### config.mk
export PLATFORM = sky130hd
export DESIGN_NAME = branch_sequencer_flat
export DESIGN_NICKNAME = d
export VERILOG_FILES = /design/src/rtl/branch_sequencer_if.sv /design/src/rtl/branch_sequencer.sv /design/src/flat_wrapper.sv
export SDC_FILE = /design/constraint.sdc
export NUM_CORES = 1
export LEC_CHECK = 0
export CAP_MARGIN = 20
export CORE_UTILIZATION = 46
export DETAILED_ROUTE_END_ITERATION = 10
export PLACE_DENSITY = 0.73
export SLEW_MARGIN = 20
export SYNTH_ARGS = -nofsm -noshare
export SYNTH_HDL_FRONTEND = slang
export SYNTH_SLANG_ARGS = --single-unit
### constraint.sdc
create_clock -name clk -period 6.5 [get_ports clk]
set_input_delay 1.95 -clock clk [delete_from_list [all_inputs] [get_ports clk]]
set_output_delay 1.95 -clock clk [all_outputs]
set_load 0.02 [all_outputs]
### src/rtl/branch_sequencer_if.sv
// Branch issue channel between decode and the branch sequencer.
// Decode drives the request; the sequencer answers with branch_ready.
interface branch_sequencer_if #(
  parameter int WIDTH = 16
);
  logic             branch_valid;
  logic [1:0]       operation;
  logic [WIDTH-1:0] r0;
  logic [WIDTH-1:0] r1;
  logic [WIDTH-1:0] target;
  logic             branch_ready;

  modport master (
    output branch_valid, operation, r0, r1, target,
    input  branch_ready
  );

  modport slave (
    input  branch_valid, operation, r0, r1, target,
    output branch_ready
  );
endinterface

### src/rtl/branch_sequencer.sv
// Program counter sequencer: increments, holds on stall, or redirects on a taken branch.
// A taken branch is followed by a single flush cycle and bumps a saturating debug counter.
module branch_sequencer #(
  parameter int               WIDTH       = 16,
  parameter logic [WIDTH-1:0] RESET_PC    = '0,
  parameter int               COUNT_WIDTH = 16
) (
  input  logic                   clk,
  input  logic                   reset_n,
  input  logic                   stall,
  branch_sequencer_if.slave      br,
  output logic [WIDTH-1:0]       pc,
  output logic                   pc_valid,
  output logic                   flush,
  output logic [COUNT_WIDTH-1:0] taken_count
);

  typedef enum logic [1:0] {
    RUN     = 2'd0,
    RESOLVE = 2'd1,
    FLUSH   = 2'd2
  } state_t;

  localparam logic [WIDTH-1:0]       PC_ONE    = 1;
  localparam logic [COUNT_WIDTH-1:0] COUNT_ONE = 1;

  state_t                 state_reg, state_next;
  logic [WIDTH-1:0]       pc_reg, pc_next;
  logic [1:0]             op_reg, op_next;
  logic [WIDTH-1:0]       r0_reg, r0_next;
  logic [WIDTH-1:0]       r1_reg, r1_next;
  logic [WIDTH-1:0]       target_reg, target_next;
  logic [COUNT_WIDTH-1:0] count_reg, count_next;
  logic                   taken;

  // Decision is made only from the operands captured at acceptance.
  always_comb begin
    taken = 1'b0;
    case (op_reg)
      2'b00:   taken = (r0_reg < r1_reg);
      2'b01:   taken = (r0_reg > r1_reg);
      2'b10:   taken = (r0_reg == r1_reg);
      default: taken = 1'b0;
    endcase
  end

  always_ff @(posedge clk or negedge reset_n) begin
    if (!reset_n) begin
      state_reg  <= RUN;
      pc_reg     <= RESET_PC;
      op_reg     <= '0;
      r0_reg     <= '0;
      r1_reg     <= '0;
      target_reg <= '0;
      count_reg  <= '0;
    end else begin
      state_reg  <= state_next;
      pc_reg     <= pc_next;
      op_reg     <= op_next;
      r0_reg     <= r0_next;
      r1_reg     <= r1_next;
      target_reg <= target_next;
      count_reg  <= count_next;
    end
  end

  always_comb begin
    state_next  = state_reg;
    pc_next     = pc_reg;
    op_next     = op_reg;
    r0_next     = r0_reg;
    r1_next     = r1_reg;
    target_next = target_reg;
    count_next  = count_reg;
    case (state_reg)
      RUN: begin
        if (!stall) begin
          if (br.branch_valid) begin
            op_next     = br.operation;
            r0_next     = br.r0;
            r1_next     = br.r1;
            target_next = br.target;
            state_next  = RESOLVE;
          end else begin
            pc_next = pc_reg + PC_ONE;
          end
        end
      end
      RESOLVE: begin
        if (!stall) begin
          if (taken) begin
            pc_next    = target_reg;
            state_next = FLUSH;
            if (count_reg != '1) begin
              count_next = count_reg + COUNT_ONE;
            end
          end else begin
            pc_next    = pc_reg + PC_ONE;
            state_next = RUN;
          end
        end
      end
      FLUSH: begin
        // Flush is a fixed one-cycle bubble; stall does not extend it.
        state_next = RUN;
      end
      default: begin
        state_next = RUN;
      end
    endcase
  end

  assign pc              = pc_reg;
  assign pc_valid        = (state_reg == RUN);
  assign br.branch_ready = (state_reg == RUN) && !stall;
  assign flush           = (state_reg == FLUSH);
  assign taken_count     = count_reg;

endmodule

### src/flat_wrapper.sv
// flat-port wrapper written by rule: the top's interface ports become plain ports
module branch_sequencer_flat 
#(
  parameter int               WIDTH       = 16,
  parameter logic [WIDTH-1:0] RESET_PC    = '0,
  parameter int               COUNT_WIDTH = 16
)
  (clk, reset_n, stall, pc, pc_valid, flush, taken_count, br_branch_valid, br_operation, br_r0, br_r1, br_target, br_branch_ready);
  branch_sequencer_if #(.WIDTH(WIDTH)) br_i ();
  input  logic clk;
  input  logic reset_n;
  input  logic stall;
  output logic [WIDTH-1:0] pc;
  output logic pc_valid;
  output logic flush;
  output logic [COUNT_WIDTH-1:0] taken_count;
  input wire logic [$bits(br_i.branch_valid)-1:0] br_branch_valid;
  input wire logic [$bits(br_i.operation)-1:0] br_operation;
  input wire logic [$bits(br_i.r0)-1:0] br_r0;
  input wire logic [$bits(br_i.r1)-1:0] br_r1;
  input wire logic [$bits(br_i.target)-1:0] br_target;
  output wire logic [$bits(br_i.branch_ready)-1:0] br_branch_ready;
  assign br_i.branch_valid = br_branch_valid;
  assign br_i.operation = br_operation;
  assign br_i.r0 = br_r0;
  assign br_i.r1 = br_r1;
  assign br_i.target = br_target;
  assign br_branch_ready = br_i.branch_ready;
  branch_sequencer #(.WIDTH(WIDTH), .RESET_PC(RESET_PC), .COUNT_WIDTH(COUNT_WIDTH)) u_core (.clk(clk), .reset_n(reset_n), .stall(stall), .br(br_i), .pc(pc), .pc_valid(pc_valid), .flush(flush), .taken_count(taken_count));
endmodule
==> results of run 1 <==
[power groups by stage]
stage / Clock [mW] / Combinational (mW) / Sequential [mW]
2_1_floorplan: 0 / 0.363 / 0.804
3_3_place_gp: 0 / 0.608 / 0.769
3_5_place_dp: 0 / 0.629 / 0.777
4_1_cts: 0.355 / 0.632 / 0.766
5_1_grt: 0.376 / 0.701 / 0.786
6_report: 0.343 / 0.626 / 0.765
[layout make-up]
class	count	area [sq um]
fillers	750	3460
flip-flops and latches	84	2102
multi-input cells	257	1887
repair buffers	91	904.6
well taps	108	135.1
clock buffers	9	123.9
inverters	29	108.9
clock inverters	3	42.54
[routing by layer]
| layer | track usage | vias up | wire, microns | part of all wire |
|---|---|---|---|---|
| li1 | - | 1538 | - | - |
| met1 | 0.2640 | 1536 | 3906 | 0.46 |
| met2 | 0.3099 | 77 | 4066 | 0.47 |
| met3 | 0.04676 | 13 | 475 | 0.055 |
| met4 | 0.07805 | 0 | 136 | 0.016 |
| met5 | 0 | - | 0 | 0 |
[how the worst min path moves through the flow]
stage | startpoint | end
2_1_floorplan | u_core.target_reg[13]$_DFFE_PN0P_ | u_core.target_reg[13]$_DFFE_PN0P_
3_3_place_gp | u_core.taken_count[7]$_DFFE_PN0P_ | u_core.taken_count[7]$_DFFE_PN0P_
3_5_place_dp | u_core.taken_count[7]$_DFFE_PN0P_ | u_core.taken_count[7]$_DFFE_PN0P_
4_1_cts | u_core.taken_count[7]$_DFFE_PN0P_ | u_core.taken_count[7]$_DFFE_PN0P_
5_1_grt | u_core.taken_count[7]$_DFFE_PN0P_ | u_core.taken_count[7]$_DFFE_PN0P_
6_report | u_core.taken_count[7]$_DFFE_PN0P_ | u_core.taken_count[7]$_DFFE_PN0P_
[cell usage in the layout (no fill, tap or decap), types with 5 or more instances in the layout]
| cell | synthesis | routed |
|---|---|---|
| sky130_fd_sc_hd__ha_1 | 18 | 18 |
| sky130_fd_sc_hd__and3_1 | 15 | 15 |
| sky130_fd_sc_hd__clkbuf_8 | 0 | 9 |
| sky130_fd_sc_hd__mux2_2 | 32 | 32 |
| sky130_fd_sc_hd__a21oi_1 | 9 | 9 |
| sky130_fd_sc_hd__clkdlybuf4s50_1 | 0 | 87 |
| sky130_fd_sc_hd__xnor2_1 | 15 | 15 |
| sky130_fd_sc_hd__mux2i_1 | 8 | 8 |
| sky130_fd_sc_hd__nand3_1 | 14 | 14 |
| sky130_fd_sc_hd__nor2_1 | 13 | 13 |
| sky130_fd_sc_hd__nand4_1 | 10 | 10 |
| sky130_fd_sc_hd__a22oi_1 | 7 | 7 |
| sky130_fd_sc_hd__dfrtp_1 | 84 | 84 |
| sky130_fd_sc_hd__and4_1 | 5 | 5 |
| sky130_fd_sc_hd__inv_1 | 28 | 28 |
| sky130_fd_sc_hd__o21ai_0 | 30 | 30 |
| sky130_fd_sc_hd__nand2_1 | 33 | 33 |
[metrics by stage]
stage          setup WS, ps  cells  area, sq um    util  total power, mW
2_1_floorplan          2145    387         4182       -            1.167
3_3_place_gp           1171    569         5134  0.5858            1.377
3_5_place_dp           1182    569         5134  0.5858            1.406
4_1_cts                1182    581         5300  0.6048            1.754
5_1_grt                1146    581         5304  0.6052            1.863
6_report               1184    581         5304  0.6052            1.734
[worst reg2reg max path, stage by stage (launching register included)]
cell and delay [ps]:
sky130_fd_sc_hd__dfrtp_1 330, sky130_fd_sc_hd__inv_1 50, sky130_fd_sc_hd__ha_1 300, sky130_fd_sc_hd__a211oi_1 210, sky130_fd_sc_hd__nor2_1 80, sky130_fd_sc_hd__a211oi_1 300
sky130_fd_sc_hd__and4_1 240, sky130_fd_sc_hd__o31a_2 760, sky130_fd_sc_hd__nand2_1 250, sky130_fd_sc_hd__mux2_2 330
[cells by family after synthesis]
family,count (synthesis),share of synthesized area
adder cells (fa/ha/maj),18,0.05386
flip-flops,84,0.5027
AO/OA/AOI/OAI,69,0.1044
multiplexers,41,0.1089
XOR/XNOR,15,0.03142
AND/OR/NAND/NOR,114,0.1508
buffers and inverters,46,0.04788
==> flow_summary_export.csv, run 1 <==
group,metric,value,unit
status,outcome,"finished, final reports clean",
cts,cts-htree-levels,3,
worst_setup_path,critical_path_required,4550,ps
routing,ant_nets,0,
hold_path,min_path_type,"flip-flop to flip-flop",
worst_setup_path,timing.critical_path.buf_inv,2,
cts,cts-hold-fix-buffers,0,
timing,final_period_minus_worst_setup_slack,5316,ps
cts,maximum_clock_insertion_buffer_count,2,
timing,fin_tns_setup,0,ps
logic_synthesis,yosysTopAreaCell,"sky130_fd_sc_hd__dfrtp_1",
worst_setup_path,slowest_stage,"sky130_fd_sc_hd__clkdlybuf4s50_1",
logic_synthesis,ys_dominant_reg_cell,"sky130_fd_sc_hd__dfrtp_1",
cells_and_area,synthToLayoutAreaGrowth,26.84,%
worst_setup_path,timing.reg2reg.setup_slack,3550,ps
logic_synthesis,cell_types_with_the_highest_counts_after_synthesis,"sky130_fd_sc_hd__dfrtp_1, sky130_fd_sc_hd__nand2_1, sky130_fd_sc_hd__mux2_2",
placed_design,placement.io_buffers,88,
worst_setup_path,worst_r2r_startpoint,"u_core.r1_reg[13]$_DFFE_PN0P_",
worst_setup_path,crit_path_frequent_cell,"sky130_fd_sc_hd__clkdlybuf4s50_1",
timing,rsz0062_at_grt,"false",
logic_synthesis,synth_top_area_share,0.5027,
timing,tightestPinTransition,960.5,ps
logic_synthesis,syn_nets,459,
floorplan,fp.dieW,97.34,microns
routing,post_drt_wl_per_cell,14.77,microns
logic_synthesis,ys_async_sr_fraction,1.000,
grt,pin_count_of_the_biggest_net_entering_global_routing,85,
flow_run,max_cap_violations,0,
worst_setup_path,crit_path_launch_type,"input pin",
pwr,clock_power_share,0.198,
cts,postCtsResizedCells,0,
cts,cts.sinks,84,
cts,numCtsBuffers,9,
worst_setup_path,timing.critical_path.cells,"clkdlybuf4s50_1, nor3_1, clkdlybuf4s50_1",
worst_setup_path,critical_path_class,"input pin to output port",
logic_synthesis,synth_seq_cells,84,
logic_synthesis,synth.yosys.seq_area_share,0.5027,
worst_setup_path,worst_path_dominant_cell_family,"buffers and inverters",
cells_and_area,antenna-diode-count,0,
grt,number_of_global_route_vias_before_repair,3146,
logic_synthesis,synth_enable_flop_cells,0,
pwr,power_switching,0.5934,mW
cts,postCtsSetupRepairBufs,0,
worst_setup_path,critical_path.max_stage_delay,640,ps
worst_setup_path,critical_path_cell_count,3,
timing,max_freq,188.1,MHz
grt,grt_antenna_before_repair,0,
hold_path,min_delay_path_depth,1,
cts,cts-root-buf,"sky130_fd_sc_hd__clkbuf_8",
worst_setup_path,cell_count_of_the_worst_reg_to_reg_path,9,
pwr,power_density,326.9,mW/mm^2
worst_setup_path,critical_path_data_arrival_time,3370,ps
floorplan,floorplan.initialDensity,0.4772,
cts,cts.clk_slew.worst_paths,70,ps
timing,finalClockSkew,7.509,ps
floorplan,die_height,97.34,microns
pwr,cellLeakagePower,2.293,nW
timing,report.final.slew_viol_count,0,
pwr,power_frac_comb,0.361,
timing,fin_crit_sh,0.8179,
grt,global_route_wire_length_before_repair,15080,microns
timing,worst_hold_check_slack,494.3,ps
routing,drt_drc_violations_left,0,
floorplan,fp.coreArea,0.008763,sq mm
cts,worst_skew_pair.late_latency,340,ps
routing,detail_route.wirelength,8584,microns
floorplan,i_o_pin_count,89,
routing,drtPass1Iterations,4,
pwr,intPower,1.140,mW
cells_and_area,nets,544,
floorplan,design.die.area,0.009475,sq mm
logic_synthesis,netlist-cell-type-count,42,
pwr,peakVddDrop,117.7,uV
grt,groute.usage.overall,0.1970,
floorplan,num_rows,34,
timing,final-setup-viol-count,0,
worst_setup_path,endpoint,"br_branch_ready",
timing,timing.final.hold_violations,0,
logic_synthesis,syn_area_per_cell,10.80,sq um
pwr,power.sequential.fraction,0.441,
routing,drtIter0Drc,71,
cts,tritoncts_clock_tree,"yes",
worst_setup_path,setup.worst_path.end_class,"output port",
logic_synthesis,synth.most_common_cell,"sky130_fd_sc_hd__dfrtp_1",
logic_synthesis,ys.warnings.count,0,
logic_synthesis,syn-cell-area,0.004182,sq mm
pwr,switching_share,0.3422,
grt,grt-ovfl-total,0,
logic_synthesis,synthTopCellsByArea,"sky130_fd_sc_hd__dfrtp_1, sky130_fd_sc_hd__mux2_2, sky130_fd_sc_hd__ha_1",
cells_and_area,share_of_final_layout_standard_cells_stronger_than_drive_strength_1,0.1247,
placed_design,routability_cong,0.8111,
placed_design,dpl.hpwl,6026,microns
routing,vias,3164,
logic_synthesis,synthesis.instances,387,
worst_setup_path,timing.rr.end,"u_core.taken_count[1]$_DFFE_PN0P_",
worst_setup_path,crit_path_launch,"stall",
worst_setup_path,worstPathMaxFanout,6,
routing,post_drt_via_cell_ratio,5.446,
timing,slew_headroom,0.3597,
Note: power is estimated with default switching activity, not from simulation.
==> run 2, diff against run 1 <==
- clock period: 6.5 -> 5.58 ns (I/O delays scaled with it)
==> flow_summary_export.csv, run 2 (synthesis results as in run 1) <==
group,metric,value,unit
status,outcome,"finished, final reports clean",
worst_setup_path,critical_path_class,"input pin to output port",
routing,ant_nets,0,
cells_and_area,antenna-diode-count,0,
cells_and_area,layout_commonest_cell,"sky130_fd_sc_hd__clkdlybuf4s50_1",
cts,tritoncts_clock_tree,"yes",
grt,global_route_wire_length_before_repair,14480,microns
pwr,peakVddDrop,178.9,uV
cts,numCtsBuffers,9,
timing,timing.final.hold_violations,0,
cells_and_area,final.fill_count,733,
floorplan,die_height,97.34,microns
floorplan,design.die.area,0.009475,sq mm
routing,post_drt_wl_per_cell,14.55,microns
worst_setup_path,worstPathMaxFanout,6,
cts,cts.sinks,84,
floorplan,i_o_pin_count,89,
placed_design,placedInstanceArea,0.005134,sq mm
worst_setup_path,crit_path_launch,"stall",
placed_design,placement.io_buffers,88,
cells_and_area,final_util,0.6074,
floorplan,floorplan.initialDensity,0.4772,
cts,cts-htree-levels,3,
cts,cts-hold-fix-buffers,0,
worst_setup_path,crit_path_launch_type,"input pin",
worst_setup_path,critical_path_data_arrival_time,3120,ps
floorplan,num_rows,34,
routing,drt_drc_violations_left,0,
timing,fin_crit_sh,0.8588,
placed_design,dpl.hpwl,5895,microns
cells_and_area,synthToLayoutAreaGrowth,27.29,%
cells_and_area,final_area,0.005323,sq mm
timing,final-setup-viol-count,0,
flow_run,max_cap_violations,0,
worst_setup_path,setup.worst_path.end_class,"output port",
timing,report.final.slew_viol_count,0,
timing,max_freq,208.7,MHz
floorplan,fp.coreArea,0.008763,sq mm
hold_path,min_path_type,"flip-flop to flip-flop",
pwr,power_density,382.4,mW/mm^2
floorplan,fp.dieW,97.34,microns
cells_and_area,layout.cells.most_common_list,"sky130_fd_sc_hd__clkdlybuf4s50_1, sky130_fd_sc_hd__dfrtp_1, sky130_fd_sc_hd__nand2_1",
cells_and_area,nets,544,
cells_and_area,multi_input_area,0.001887,sq mm
grt,grt_antenna_before_repair,0,
cells_and_area,area.sequential,0.002102,sq mm
grt,groute.usage.overall,0.1901,
cts,postCtsResizedCells,0,
worst_setup_path,worst_r2r_startpoint,"u_core.r0_reg[14]$_DFFE_PN0P_",
cts,postCtsSetupRepairBufs,0,
grt,number_of_global_route_vias_before_repair,3125,
worst_setup_path,critical_path_required,3910,ps
routing,vias,3167,
hold_path,hold_path.startpoint,"u_core.taken_count[11]$_DFFE_PN0P_",
cells_and_area,share_of_final_layout_standard_cells_stronger_than_drive_strength_1,0.1258,
grt,grt-ovfl-total,0,
routing,post_drt_via_cell_ratio,5.414,
routing,drtIter0Drc,128,
timing,finalClockSkew,9.540,ps
timing,slew_headroom,0.3479,
cts,cts-root-buf,"sky130_fd_sc_hd__clkbuf_8",
timing,rsz0062_at_grt,"false",
cts,cts.clk_slew.worst_paths,90,ps
timing,tightestPinTransition,978.2,ps
timing,final_period_minus_worst_setup_slack,4792,ps
grt,pin_count_of_the_biggest_net_entering_global_routing,85,
placed_design,routability_cong,0.8314,
routing,drtPass1Iterations,5,
routing,detail_route.wirelength,8511,microns
pwr,cellLeakagePower,2.296,nW
timing,fin_tns_setup,0,ps
cts,worst_skew_pair.late_latency,350,ps
cts,maximum_clock_insertion_buffer_count,2,
==> run 2: stage by stage <==
| stage | cells | setup WS (ps) | hold WS (ps) | power (mW) |
|---|---|---|---|---|
| 4_1_cts | 585 | 770.7 | 494.1 | 2.062 |
| 3_3_place_gp | 569 | 804.0 | 479.8 | 1.604 |
| 2_1_floorplan | 387 | 1777 | 472.2 | 1.360 |
| 6_report | 585 | 788.0 | 491.7 | 2.035 |
| 3_5_place_dp | 569 | 757.3 | 478.3 | 1.633 |
| 5_1_grt | 585 | 703.0 | 506.8 | 2.189 |
==> run 2: final timing paths <==
kind                                                       to  slack [ps]  cells past startpoint
max                                           br_branch_ready         790                      3
min                        u_core.taken_count[11]$_DFFE_PN0P_         490                      1
max reg2reg                 u_core.taken_count[1]$_DFFE_PN0P_        2630                      8
min reg2reg                u_core.taken_count[11]$_DFFE_PN0P_         490                      1
max in group asynchronous        u_core.op_reg[1]$_DFFE_PN0P_        3700                      1
min in group asynchronous            u_core.pc[7]$_DFFE_PN0P_        1370                      1
==> run 2: report_power, final <==
part	switching, mW	internal, mW
Clock	0.212	0.207
Sequential	0.124	0.767
Combinational	0.361	0.365
==> run 2: final cells by class <==
cell class                 count  share of cell area
timing repair buffer          91              0.1700
sequential                    84              0.3949
clock buffer                  12             0.02539
inverter                      29             0.02045
tap                          108             0.02539
clock inverter                 4            0.009403
multi-input combinational    257              0.3545
==> run 2: worst max-delay path: stages <==
cell	delay (ps)
sky130_fd_sc_hd__clkdlybuf4s50_1	530
sky130_fd_sc_hd__nor3_1	250
sky130_fd_sc_hd__clkdlybuf4s50_1	660
==> run 2: metal layers <==
layer	up-vias	routed length, microns	track usage	share of wire
met1	1522	3963	0.2469	0.47
met5	-	0	0	0
met3	11	425	0.04317	0.050
met4	0	125	0.07466	0.015
met2	90	3996	0.3099	0.47
li1	1544	-	-	-
